--- src/rtl/bcd_score_counter.sv ---
// Multi-digit BCD up/down score counter with wrap/saturate, sticky win and wrap pulse.
// Optional build macro BCD_SCORE_EDGE_EN: inc/dec become rising-edge detected.
module bcd_score_counter #(
    parameter int unsigned DIGITS    = 2,
    parameter int unsigned WIN_SCORE = 11,
    parameter int unsigned WRAP      = 1
) (
    input  logic                  clk,
    input  logic                  reset,
    input  logic                  en,
    input  logic                  inc,
    input  logic                  dec,
    input  logic                  clr,
    output logic [4*DIGITS-1:0]   digits,
    output logic                  win,
    output logic                  wrap,
    output logic                  at_zero,
    output logic                  at_max
);

    localparam int unsigned W = 4 * DIGITS;

    // Convert a decimal constant into packed BCD, units digit in the low nibble.
    function automatic logic [W-1:0] to_bcd(input int unsigned value);
        logic [W-1:0] result;
        int unsigned  rest;
        result = '0;
        rest   = value;
        for (int i = 0; i < int'(DIGITS); i++) begin
            result[4*i +: 4] = 4'(rest % 10);
            rest             = rest / 10;
        end
        return result;
    endfunction

    localparam logic [W-1:0] MAX_BCD = {DIGITS{4'h9}};
    localparam logic [W-1:0] WIN_BCD = to_bcd(WIN_SCORE);
    localparam bit           WIN_EN  = (WIN_SCORE != 0);
    localparam bit           WRAP_EN = (WRAP != 0);

    logic         inc_req;
    logic         dec_req;
    logic         up;
    logic         down;
    logic [W-1:0] inc_val;
    logic [W-1:0] dec_val;
    logic [W-1:0] next_val;
    logic         step;
    logic         wrap_hit;
    logic         win_hit;
    logic         carry;
    logic         borrow;

`ifdef BCD_SCORE_EDGE_EN
    logic inc_q;
    logic dec_q;

    // One register stage per request so a held level yields a single step.
    always_ff @(posedge clk or posedge reset) begin
        if (reset) begin
            inc_q <= 1'b0;
            dec_q <= 1'b0;
        end else begin
            inc_q <= inc;
            dec_q <= dec;
        end
    end

    assign inc_req = inc & ~inc_q;
    assign dec_req = dec & ~dec_q;
`else
    assign inc_req = inc;
    assign dec_req = dec;
`endif

    assign up      = en & inc_req & ~dec_req;
    assign down    = en & dec_req & ~inc_req;
    assign at_zero = (digits == '0);
    assign at_max  = (digits == MAX_BCD);

    // Ripple-carry increment and ripple-borrow decrement across the BCD digits.
    always_comb begin
        inc_val = digits;
        dec_val = digits;
        carry   = 1'b1;
        borrow  = 1'b1;
        for (int i = 0; i < int'(DIGITS); i++) begin
            if (carry) begin
                if (digits[4*i +: 4] == 4'd9) begin
                    inc_val[4*i +: 4] = 4'd0;
                end else begin
                    inc_val[4*i +: 4] = 4'(digits[4*i +: 4] + 4'd1);
                    carry             = 1'b0;
                end
            end
            if (borrow) begin
                if (digits[4*i +: 4] == 4'd0) begin
                    dec_val[4*i +: 4] = 4'd9;
                end else begin
                    dec_val[4*i +: 4] = 4'(digits[4*i +: 4] - 4'd1);
                    borrow            = 1'b0;
                end
            end
        end
    end

    // Choose the next value; range ends either wrap (with a pulse) or saturate.
    always_comb begin
        step     = 1'b0;
        wrap_hit = 1'b0;
        next_val = digits;
        if (up) begin
            if (!at_max) begin
                step     = 1'b1;
                next_val = inc_val;
            end else if (WRAP_EN) begin
                step     = 1'b1;
                wrap_hit = 1'b1;
                next_val = '0;
            end
        end else if (down) begin
            if (!at_zero) begin
                step     = 1'b1;
                next_val = dec_val;
            end else if (WRAP_EN) begin
                step     = 1'b1;
                wrap_hit = 1'b1;
                next_val = MAX_BCD;
            end
        end
        win_hit = WIN_EN && (next_val == WIN_BCD);
    end

    always_ff @(posedge clk or posedge reset) begin
        if (reset) begin
            digits <= '0;
            win    <= 1'b0;
            wrap   <= 1'b0;
        end else if (clr) begin
            digits <= '0;
            win    <= 1'b0;
            wrap   <= 1'b0;
        end else if (win) begin
            wrap <= 1'b0;
        end else if (step) begin
            digits <= next_val;
            wrap   <= wrap_hit;
            win    <= win_hit;
        end else begin
            wrap <= 1'b0;
        end
    end

endmodule

--- config.mk ---
export PLATFORM = sky130hd
export DESIGN_NAME = bcd_score_counter
export DESIGN_NICKNAME = d
export VERILOG_FILES = /design/src/rtl/bcd_score_counter.sv
export SDC_FILE = /design/constraint.sdc
export NUM_CORES = 1
export LEC_CHECK = 0
export BUFFER_PORTS_ARGS = -buffer_cell sky130_fd_sc_hd__buf_2
export CAP_MARGIN = 20
export CORE_MARGIN = 2
export CORE_UTILIZATION = 41
export CTS_CLUSTER_DIAMETER = 80
export DETAILED_ROUTE_END_ITERATION = 10
export GPL_TIMING_DRIVEN = 0
export MAX_ROUTING_LAYER = met4
export SLEW_MARGIN = 10
export SYNTH_ARGS = -nofsm -noshare
export SYNTH_HDL_FRONTEND = slang
export SYNTH_SLANG_ARGS = --single-unit
--- constraint.sdc ---
create_clock -name clk -period 2.2 [get_ports clk]
set_clock_uncertainty 0.05 [all_clocks]
set_input_delay 0.22 -clock clk [delete_from_list [all_inputs] [get_ports clk]]
set_output_delay 0.22 -clock clk [all_outputs]
set_load 0.05 [all_outputs]
After elaboration in Yosys (flattened, before gate mapping) --
Cells that the tools add are included. W data, S select, Z words.
Operators by class: reductions and logical operators 5, muxes and demuxes 27, multiply operators 0, divide/modulo/power cells 0, equality and inequality tests 5, magnitude comparators 0, shifts and indexed selects 0, add/sub/neg operators 4, bitwise logic cells 6
Operator list (count):
- $mux W8 | 7
- $mux W4 | 6
- $mux W1 | 14
- $add A4 B1 Y4 const B | 2
- $eq A4 B4 Y1 const B | 2
- $eq A8 B5 Y1 const B | 1
- $eq A8 B8 Y1 const B | 1
- $logic_not A4 Y1 | 2
- $logic_not A8 Y1 | 1
- $sub A4 B1 Y4 const B | 2
- $and A1 B1 Y1 | 4
- $ne A2 B2 Y1 const B | 1
- $not A1 Y1 | 2
- $reduce_and A2 Y1 | 1
- $reduce_bool A2 Y1 | 1
Storage, ports and cells: bits in read-only memories 0, register bits after elaboration 10, logic and storage cells 50, memories kept 0, output and inout port bits 12, memory bits (writable) 0, input port bits 6, bits in latches 0

Logic depth before layout (Yosys ltp) --
Gate-level depths: netlist of the first run.
depth in word-level cells 10, mapped depth 8, depth with buffers taken out 7

Worst setup path after synthesis of the first run --
OpenSTA, ideal clock, no wires.
kind register to register, start register digits[1], end register win, setup time 103 ps, stages on the path, launching flop included 9, path slack -249 ps, required time 2047 ps, clock period less this slack 2449 ps, buffers on the path 1, arrival time 2296 ps, path through dfrtp_1 > inv_1 > ha_1 > or3b_1 > buf_2 > o311a_1 > a221oi_2 > o221ai_1 > o41ai_2
On the way: cells in the longest elaborated chain, start to end 10, elaborated cells between the ends (all ways) 20, classes of those cells add/sub: 2; eq/ne: 3; mux: 13; reduce/logical: 2
Ends and longest elaborated chain:
- from (decl) | line 14 | output logic [4*DIGITS-1:0] digits,
- from (signal assigned) | line 146 | digits <= next_val;
- branches (longest 5 deep; another with $sub A4 B1 Y4)
- $mux W8 (*) | line 112 | if (up) begin
- $eq A8 B5 Y1 (*) | line 131 | win_hit = WIN_EN && (next_val == WIN_BCD);
- $mux W1 (*) | line 145 | end else if (step) begin
- $mux W1 (*) | line 143 | end else if (win) begin
- $mux W1 (*) | line 139 | end else if (clr) begin
- to (signal assigned) | line 148 | win <= win_hit;
- to (decl) | line 15 | output logic win,
Mark *: on every way between the ends. A chain may end at the register's enable or synchronous reset.

Worst setup path after layout of the first run --
Ends and elaborated chain as after synthesis.

==> results of run 1 <==
-- final timing paths --
kind                       startpoint         to  cells after the start
setup / recovery            digits[1]        win                      7
hold / removal                    clr       wrap                      2
setup reg to reg            digits[1]        win                      7
hold reg to reg                   win       wrap                      1
max in group asynchronous       reset  digits[0]                      3
min in group asynchronous       reset  digits[6]                      3
-- what timing repair did --
action,4_1_cts,5_1_grt
endpoints found under the hold margin,10,0
pin swaps,6,7
buffers inserted,13,3
hold buffers,1,0
setup endpoints to repair,3,5
gates resized for setup,10,8
-- routing by layer --
| layer | track usage, % | wire (µm) |
|---|---|---|
| met5 | - | 0 |
| met4 | 11.5 | 48 |
| met3 | 2.82 | 167 |
| met2 | 36.5 | 1390 |
| met1 | 31.0 | 1360 |
-- logic make-up after synthesis --
kind of cell | after synthesis | share of synthesized area (%)
AOI/OAI and AO/OA | 36 | 29.0
xor gates and xnor gates | 2 | 1.77
adders and majority gates | 7 | 8.83
buffers and inverters | 15 | 7.44
DFF | 10 | 25.2
muxes | 1 | 1.13
and+or+nand+nor | 44 | 26.6
-- final cells by class --
type / instances / area, µm²
well taps: 28 / 35.0
plain buffers: 6 / 38.8
multi-input cells: 90 / 738
flip-flops and latches: 10 / 255
inverters: 8 / 30.0
fillers: 219 / 931
repair buffers: 30 / 190
clock buffers: 4 / 36.3
-- power by group through the flow --
| stage | logic (mW) | registers, mW | clock network [mW] |
|---|---|---|---|
| final | 0.185 | 0.196 | 0.159 |
| after global placement | 0.144 | 0.202 | 0 |
| after CTS | 0.177 | 0.196 | 0.164 |
| after global routing | 0.199 | 0.196 | 0.178 |
| after floorplan | 0.0931 | 0.218 | 0 |
| after detailed placement | 0.145 | 0.202 | 0 |
-- layout by cell type, fill, tap and decap left out, drive strengths merged, types with 2 or more instances in the layout --
cell and instances:
o21ai 5, and3b 3, a221oi 2, o41ai 2, nor3b 5, o221ai 2, a21oi 4, inv 8
o32ai 2, nor3 5, nor2 10, dfrtp 10, a22o 5, or3b 2, buf 32, clkbuf 7
ha 7, nand2 6, a22oi 2, nand3b 4, a31oi 2
-- state kept, by name, indices dropped and copies added, names as in the netlist --
name / cells
win: 1
digits: 8
wrap: 1
==> flow_metrics.env, run 1 <==
export IMPL_status="finished with violations"
export IMPL_violations="negative setup slack"
export IMPL_intPower_mw=0.360
export IMPL_synth_enable_flop_cells=0
export IMPL_placed_cell_area_um2=1110
export IMPL_clock_sinks=10
export IMPL_power_frac_comb_pct=34.3
export IMPL_synthArstFlopShare_pct=100
export IMPL_drt_initial_drc_count=32
export IMPL_wl_um=2970
export IMPL_cts_tree="built"
export IMPL_fin_nets=162
export IMPL_finalCritPeriodShare_pct=107
export IMPL_setup_viol=1
export IMPL_cp_num_buf_inv=1
export IMPL_total_leakage_power_nw=0.599
export IMPL_fin_cells=176
export IMPL_cp_arrival_ns=2.45
export IMPL_p_seq_share_pct=36.2
export IMPL_dp_hpwl_um=1900
export IMPL_hold_violations=0
export IMPL_cap_viol_max_count=0
export IMPL_overflow=0
export IMPL_hold_path_class="in2reg"
export IMPL_dieArea_um2=2830
export IMPL_drv_slew=0
export IMPL_wl_per_cell_um=16.9
export IMPL_postSynthAreaPerCell_um2=8.63
export IMPL_yosys_top_cells_count="10 x dfrtp_1, 10 x nor2_1, 8 x inv_1"
export IMPL_grt_pass1_wl_um=4760
export IMPL_final_area_um2=1320
export IMPL_synth_seq_cells=10
export IMPL_cts_root_buf="clkbuf_4"
export IMPL_gp_congestion=0.940
export IMPL_vdd_ir_drop_max_mv=0.263
export IMPL_critPathMaxStageDelay_ns=0.41
export IMPL_dp_cells=158
export IMPL_dr_total_vias=1080
export IMPL_synth_fp_nets=128
export IMPL_cp_max_fo=4
export IMPL_areaGrowthSynthToFinish_pct=33.4
export IMPL_yosys_warnings=0
export IMPL_cp_slowest_cell="dfrtp_2"
export IMPL_crit_required_ns=2.29
export IMPL_io_pins=18
export IMPL_cts_buffer_depth=2
export IMPL_tightest_slew_ns=0.597
export IMPL_crit_chain="inv_2 -> ha_4 -> or3b_4 -> o311a_1 -> a221oi_2 -> o221ai_1 -> o41ai_2"
export IMPL_worstSetupStartpointType="register"
export IMPL_min_period_ns=2.36
export IMPL_io_buffers=15
export IMPL_antenna_found_initial=0
export IMPL_clk_pin_slew_worst_paths_ns=0.06
export IMPL_h_tree_depth=1
export IMPL_power_density_nw_per_um2=408
export IMPL_fin_ws_ns=-0.160
export IMPL_critPathTopFamily="compound AO/OA/AOI/OAI gates"
export IMPL_grt_pass1_vias=992
export IMPL_synth_area_leader_cell="dfrtp_1"
export IMPL_grt_max_degree=11
export IMPL_ys_flop_type="dfrtp_1"
export IMPL_num_rows=17
export IMPL_regToRegSetupSlack_ns=-0.16
export IMPL_initial_core_util_pct=44.0
export IMPL_synth_cells=115
export IMPL_drc=0
export IMPL_whs_ns=0.194
export IMPL_antenna_cells=0
export IMPL_die_h_um=53.2
export IMPL_seq_area_frac_synth_pct=25.2
export IMPL_clk_latency_ns=0.26
export IMPL_cts_made_buffers=3
export IMPL_dieWidth_um=53.2
export IMPL_postRouteAntennaNets=0
export IMPL_setup_tns_ns=-0.160
export IMPL_crit_path_end_kind="register"
export IMPL_grt_use_total_pct=23.8
export IMPL_power_clock_fraction_pct=29.5
export IMPL_ys_types=50
export IMPL_rsz0062_at_grt="yes"
export IMPL_via_per_inst=6.14
export IMPL_dp_slack_ns=-0.223
export IMPL_p_total_mw=0.540
export IMPL_first_pass_iters=4
export IMPL_final_util_pct=58.7
export IMPL_coreArea_um2=2250
export IMPL_slew_headroom_pct=59.7
export IMPL_p_sw_share_pct=33.4
export IMPL_syn_area_um2=992
export IMPL_max_freq_mhz=424
export IMPL_crit_type="reg2reg"
export IMPL_power_switching_mw=0.180
export IMPL_synth_top_area_share_pct=25.2
export IMPL_synthTopCellsByArea="dfrtp_1 25%, ha_1 8.8%, nor2_1 3.8%, nor3b_1 3.8%, a22o_1 3.5%"
export IMPL_final_layout_size_suffix_gt1_share_pct=39.2
(Power assumes the default switching activity.)
==> inputs of run 2 (changes only) <==
--- a/config.mk
+++ b/config.mk
@@ -5,7 +5,7 @@
 export SDC_FILE = /design/constraint.sdc
 export NUM_CORES = 1
 export LEC_CHECK = 0
-export BUFFER_PORTS_ARGS = -buffer_cell sky130_fd_sc_hd__buf_2
+export BUFFER_PORTS_ARGS = -buffer_cell sky130_fd_sc_hd__buf_4
 export CAP_MARGIN = 20
 export CORE_MARGIN = 2
 export CORE_UTILIZATION = 41
==> run 2 against run 1 <==
The run still ends with negative setup slack left. Die area did not move. Total power decreased by 1.0%. Via count is 6.5% lower. Maximum frequency increased by 2.4%. Count of clock-buffer cells in the layout unchanged. Global-route usage shrank 1.8 points. Routed wire length is 8.6% lower. Core utilization shrank 0.78 points. Largest cell class unchanged. Largest power group unchanged. Highest routed layer is now met3.
==> flow_metrics.env, run 2 (synthesis gave the netlist of run 1 again) <==
export IMPL_setup_viol=2
export IMPL_vdd_ir_drop_max_mv=0.364
export IMPL_grt_pass1_vias=942
export IMPL_final_layout_size_suffix_gt1_share_pct=34.7
export IMPL_crit_path_end_kind="register"
export IMPL_cp_arrival_ns=2.41
export IMPL_hold_violations=0
export IMPL_reg2reg_to="win"
export IMPL_setup_tns_ns=-0.112
export IMPL_final_cell_mix="23 x buf_4, 10 x nor2_1, 6 x nand2_1, 6 x inv_1, 6 x dfrtp_1"
export IMPL_min_period_ns=2.30
export IMPL_num_rows=17
export IMPL_fin_ws_ns=-0.105
export IMPL_fillers=224
export IMPL_hold_path_class="in2reg"
export IMPL_slew_headroom_pct=65.8
export IMPL_whs_ns=0.132
export IMPL_tightest_slew_ns=0.507
export IMPL_grt_max_degree=11
export IMPL_cts_made_buffers=3
export IMPL_multi_input_area_um2=703
export IMPL_grt_pass1_wl_um=4370
export IMPL_power_density_nw_per_um2=409
export IMPL_regToRegSetupSlack_ns=-0.10
export IMPL_status="finished with violations"
export IMPL_areaGrowthSynthToFinish_pct=31.7
export IMPL_fin_cells=172
export IMPL_dp_slack_ns=-0.222
export IMPL_io_pins=18
export IMPL_clock_sinks=10
export IMPL_drv_slew=0
export IMPL_dr_total_vias=1010
export IMPL_layout_commonest_cell="buf_4"
export IMPL_coreArea_um2=2250
export IMPL_grt_use_total_pct=22.0
export IMPL_final_area_um2=1310
export IMPL_rsz0062_at_grt="yes"
export IMPL_gp_congestion=0.891
export IMPL_cts_tree="built"
export IMPL_critPathMaxStageDelay_ns=0.42
export IMPL_cp_slowest_cell="dfrtp_2"
export IMPL_cts_root_buf="clkbuf_4"
export IMPL_dieArea_um2=2830
export IMPL_rr_worst_depth=8
export IMPL_dieWidth_um=53.2
export IMPL_initial_core_util_pct=44.0
export IMPL_first_pass_iters=4
export IMPL_wl_um=2710
export IMPL_total_leakage_power_nw=0.582
export IMPL_antenna_cells=0
export IMPL_cts_buffer_depth=2
export IMPL_top_regs="digits: 8 flops, win: 1 flops, wrap: 1 flops"
export IMPL_cap_viol_max_count=0
export IMPL_largest_reg_flops=8
export IMPL_clk_latency_ns=0.26
export IMPL_p_total_mw=0.535
export IMPL_cp_endpoint="win"
export IMPL_top_register="digits"
export IMPL_drt_initial_drc_count=12
export IMPL_crit_type="reg2reg"
export IMPL_crit_required_ns=2.30
export IMPL_finalCritPeriodShare_pct=105
export IMPL_h_tree_depth=1
export IMPL_cp_startpoint="digits[1]"
export IMPL_max_freq_mhz=434
export IMPL_io_buffers=15
export IMPL_crit_chain="inv_4 -> ha_4 -> or3b_1 -> buf_6 -> o311a_1 -> a221oi_2 -> o221ai_1 -> o41ai_2"
export IMPL_clk_pin_slew_worst_paths_ns=0.06
export IMPL_final_util_pct=57.9
export IMPL_fin_nets=158
export IMPL_antenna_found_initial=0
export IMPL_regToRegStartpoint="digits[1]"
export IMPL_violations="negative setup slack"
export IMPL_overflow=0
export IMPL_cp_max_fo=8
export IMPL_die_h_um=53.2
export IMPL_via_per_inst=5.87
export IMPL_dp_cells=158
export IMPL_drc=0
export IMPL_placed_cell_area_um2=1140
export IMPL_dp_hpwl_um=1910
export IMPL_wl_per_cell_um=15.8
export IMPL_worstSetupStartpointType="register"
export IMPL_postRouteAntennaNets=0
export IMPL_register_area_um2=255
[run 2: worst min-delay path by stage]
stage                            to  cells past startpoint  slack, ns  startpoint
after floorplan           digits[2]                      1       0.01       reset
after global placement    digits[7]                      2       0.15       reset
after detailed placement  digits[7]                      2       0.16       reset
after CTS                      wrap                      2       0.12         clr
after global routing           wrap                      2       0.12         clr
final                          wrap                      2       0.13         clr
[run 2: cell type report]
cell class | instances | share of cell area [%]
buffer | 7 | 3.83
clock buffer | 4 | 2.78
inverter | 8 | 2.49
multi-input combinational | 90 | 53.8
sequential | 10 | 19.5
tap | 28 | 2.68
timing repair buffer | 25 | 14.8
[run 2: worst max-delay path, delay by kind of cell, from the launching register on]
family,cells,cell delay (ns)
buf+inv,2,0.24
flops,1,0.42
compound gates,4,0.98
simple gates,1,0.35
fa+ha+maj,1,0.14
[run 2: per-layer routing]
metal | vias up | global-route usage, % | routed length [µm]
met5 | - | - | 0
met4 | 0 | 7.26 | 0
met3 | 0 | 1.69 | 104
met2 | 29 | 33.8 | 1290
met1 | 481 | 30.7 | 1320
li1 | 500 | - | -
[run 2: repair_timing]
item	CTS	global route
gates resized for setup	8	5
endpoints found under the hold margin	10	0
setup endpoints to repair	3	5
hold buffers	1	0
gates cloned	0	0
pin swaps	2	2
buffers inserted	7	3
[run 2: where the power goes]
group          switching [mW]  internal (mW)  total (mW)
combinational           0.111         0.0689       0.179
sequential            0.00659          0.190       0.196
clock                  0.0587          0.100       0.159
total                   0.176          0.359       0.535
==> inputs of run 3 (changes only) <==
--- a/config.mk
+++ b/config.mk
@@ -7,12 +7,15 @@
 export LEC_CHECK = 0
 export BUFFER_PORTS_ARGS = -buffer_cell sky130_fd_sc_hd__buf_4
 export CAP_MARGIN = 20
+export CELL_PAD_IN_SITES_DETAIL_PLACEMENT = 1
+export CELL_PAD_IN_SITES_GLOBAL_PLACEMENT = 1
 export CORE_MARGIN = 2
-export CORE_UTILIZATION = 41
+export CORE_UTILIZATION = 37
 export CTS_CLUSTER_DIAMETER = 80
 export DETAILED_ROUTE_END_ITERATION = 10
 export GPL_TIMING_DRIVEN = 0
 export MAX_ROUTING_LAYER = met4
+export PLACE_DENSITY_LB_ADDON = 0.1
 export SLEW_MARGIN = 10
 export SYNTH_ARGS = -nofsm -noshare
 export SYNTH_HDL_FRONTEND = slang
==> run 3 against run 2 <==
The flow still finishes with violations (negative setup slack). Via count grew 6.7%. Maximum frequency grew 3.1%. Largest power group unchanged. Worst setup slack gained 0.070 ns. Count of clock-buffer cells in the layout shrank 1.
==> flow_metrics.env, run 3 (synthesis gave the netlist of run 1 again) <==
export IMPL_cp_max_fo=3
export IMPL_wl_per_cell_um=18.4
export IMPL_rsz0062_at_grt="yes"
export IMPL_largest_reg_flops=8
export IMPL_drv_slew=0
export IMPL_cts_made_buffers=3
export IMPL_top_regs="digits: 8 flops, win: 1 flops, wrap: 1 flops"
export IMPL_power_density_nw_per_um2=375
export IMPL_dp_hpwl_um=2320
export IMPL_power_switching_mw=0.180
export IMPL_violations="negative setup slack"
export IMPL_antenna_found_initial=0
export IMPL_crit_path_end_kind="register"
export IMPL_h_tree_depth=1
export IMPL_final_cell_mix="27 x buf_4, 10 x nor2_1, 6 x nand2_1, 6 x dfrtp_1"
export IMPL_dieArea_um2=3110
export IMPL_dp_cells=160
export IMPL_worstSetupStartpointType="register"
export IMPL_cp_arrival_ns=2.33
export IMPL_layout_commonest_cell="buf_4"
export IMPL_hold_violations=0
export IMPL_overflow=0
export IMPL_min_period_ns=2.23
export IMPL_cts_tree="built"
export IMPL_areaGrowthSynthToFinish_pct=36.7
export IMPL_crit_chain="buf_4 -> ha_1 -> nand4b_1 -> mux2_2 -> a221oi_2 -> o221ai_1 -> o41ai_2"
export IMPL_initial_core_util_pct=39.7
export IMPL_grt_pass1_wl_um=5450
export IMPL_num_rows=18
export IMPL_hold_path_class="in2reg"
export IMPL_fin_ws_ns=-0.0346
export IMPL_finalCritPeriodShare_pct=102
export IMPL_p_seq_share_pct=38.6
export IMPL_vdd_ir_drop_max_mv=0.383
export IMPL_grt_pass1_vias=1058
export IMPL_crit_required_ns=2.29
export IMPL_top_register="digits"
export IMPL_cts_buffer_depth=2
export IMPL_grt_use_total_pct=22.4
export IMPL_fin_cells=176
export IMPL_die_h_um=55.8
export IMPL_clock_sinks=10
export IMPL_io_buffers=15
export IMPL_intPower_mw=0.329
export IMPL_postRouteAntennaNets=0
export IMPL_max_freq_mhz=448
export IMPL_cp_slowest_cell="dfrtp_2"
export IMPL_p_total_mw=0.509
export IMPL_slew_headroom_pct=70.0
export IMPL_setup_viol=2
export IMPL_cap_viol_max_count=0
export IMPL_p_sw_share_pct=35.3
export IMPL_drt_initial_drc_count=28
export IMPL_antenna_cells=0
export IMPL_fillers=314
export IMPL_via_per_inst=6.13
export IMPL_first_pass_iters=4
export IMPL_grt_max_degree=11
export IMPL_clk_latency_ns=0.25
export IMPL_io_pins=18
export IMPL_critPathMaxStageDelay_ns=0.44
export IMPL_dr_total_vias=1078
export IMPL_coreArea_um2=2500
export IMPL_dieWidth_um=55.8
export IMPL_tightest_slew_ns=0.450
export IMPL_status="finished with violations"
export IMPL_fin_nets=161
export IMPL_total_leakage_power_nw=0.601
export IMPL_power_frac_comb_pct=38.3
export IMPL_cts_root_buf="clkbuf_4"
export IMPL_crit_type="reg2reg"
export IMPL_power_clock_fraction_pct=23.1
export IMPL_gp_congestion=0.877
export IMPL_final_layout_size_suffix_gt1_share_pct=41.1
export IMPL_clk_pin_slew_worst_paths_ns=0.06
export IMPL_wl_um=3240
export IMPL_drc=0
-- run 3: cell types whose count changed in the layout (fill, tap and decap cells not counted), moves of 2 or more --
| cell | previous run | this run |
|---|---|---|
| buf_4 | 23 | 27 |
| ha_2 | 2 | 0 |
| nor3b_1 | 4 | 2 |
| nor3b_2 | 1 | 3 |
-- run 3: final cells by class --
| class | instances | area (µm²) | share of cell area [%] |
|---|---|---|---|
| tap | 30 | 37.5 | 2.77 |
| timing repair buffer | 29 | 224 | 16.5 |
| buffer | 6 | 40.0 | 2.95 |
| sequential | 10 | 255 | 18.8 |
| clock buffer | 3 | 22.5 | 1.66 |
| multi-input combinational | 90 | 744 | 54.9 |
| inverter | 8 | 32.5 | 2.40 |
-- run 3: repair_timing --
| item | in CTS | in global routing |
|---|---|---|
| pin swaps | 5 | 5 |
| buffers inserted | 11 | 2 |
| gates resized for setup | 12 | 11 |
| hold endpoints to repair | 10 | 0 |
| setup endpoints to repair | 3 | 3 |
| hold buffers | 1 | 0 |
-- run 3: worst max-delay path: cells and delay by family, from the launching register on --
family | cells | cell delay (ns)
adder cells (fa/ha/maj) | 1 | 0.24
AND/OR/NAND/NOR | 1 | 0.13
buffers and inverters | 1 | 0.15
AO/OA/AOI/OAI | 3 | 0.77
multiplexers | 1 | 0.35
flip-flops | 1 | 0.44
-- run 3: path summary, 6_finish.rpt --
check / startpoint / end / slack (ns) / cells past startpoint
worst max-delay path: digits[0] / win / -0.03 / 7
worst min-delay path: clr / wrap / 0.15 / 2
worst max register to register: digits[0] / win / -0.03 / 7
worst min register to register: win / wrap / 0.51 / 1
max in group asynchronous: reset / digits[0] / 1.37 / 3
min in group asynchronous: reset / digits[7] / 0.44 / 3
-- run 3: metrics by stage --
step	cell area [µm²]	hold slack, ns	TNS (ns)	util (%)	setup slack, ns
final	1360	0.153	-0.0453	54.3	-0.0346
after global routing	1360	0.140	-0.325	54.3	-0.127
after CTS	1310	0.133	-0.211	52.3	-0.156
after detailed placement	1150	0.170	-0.793	45.9	-0.324
after global placement	1150	0.156	-0.594	45.9	-0.303
after floorplan	997	0.00991	-0.217	-	-0.0964
-- run 3: per-layer routing --
metal / part of all wire (%) / GRT usage, % / vias to the layer above
met5: 0 / - / -
met4: 0.31 / 4.18 / 0
met3: 4.0 / 2.33 / 2
met2: 47 / 34.9 / 27
met1: 48 / 31.8 / 540
li1: - / - / 509
-- run 3: power by group through the flow --
stage                     clock, mW  sequential [mW]  combinational (mW)
final                         0.118            0.197               0.195
after global routing          0.138            0.197               0.209
after CTS                     0.122            0.196               0.188
after detailed placement          0            0.203               0.155
after global placement            0            0.203               0.152
after floorplan                   0            0.218              0.0931
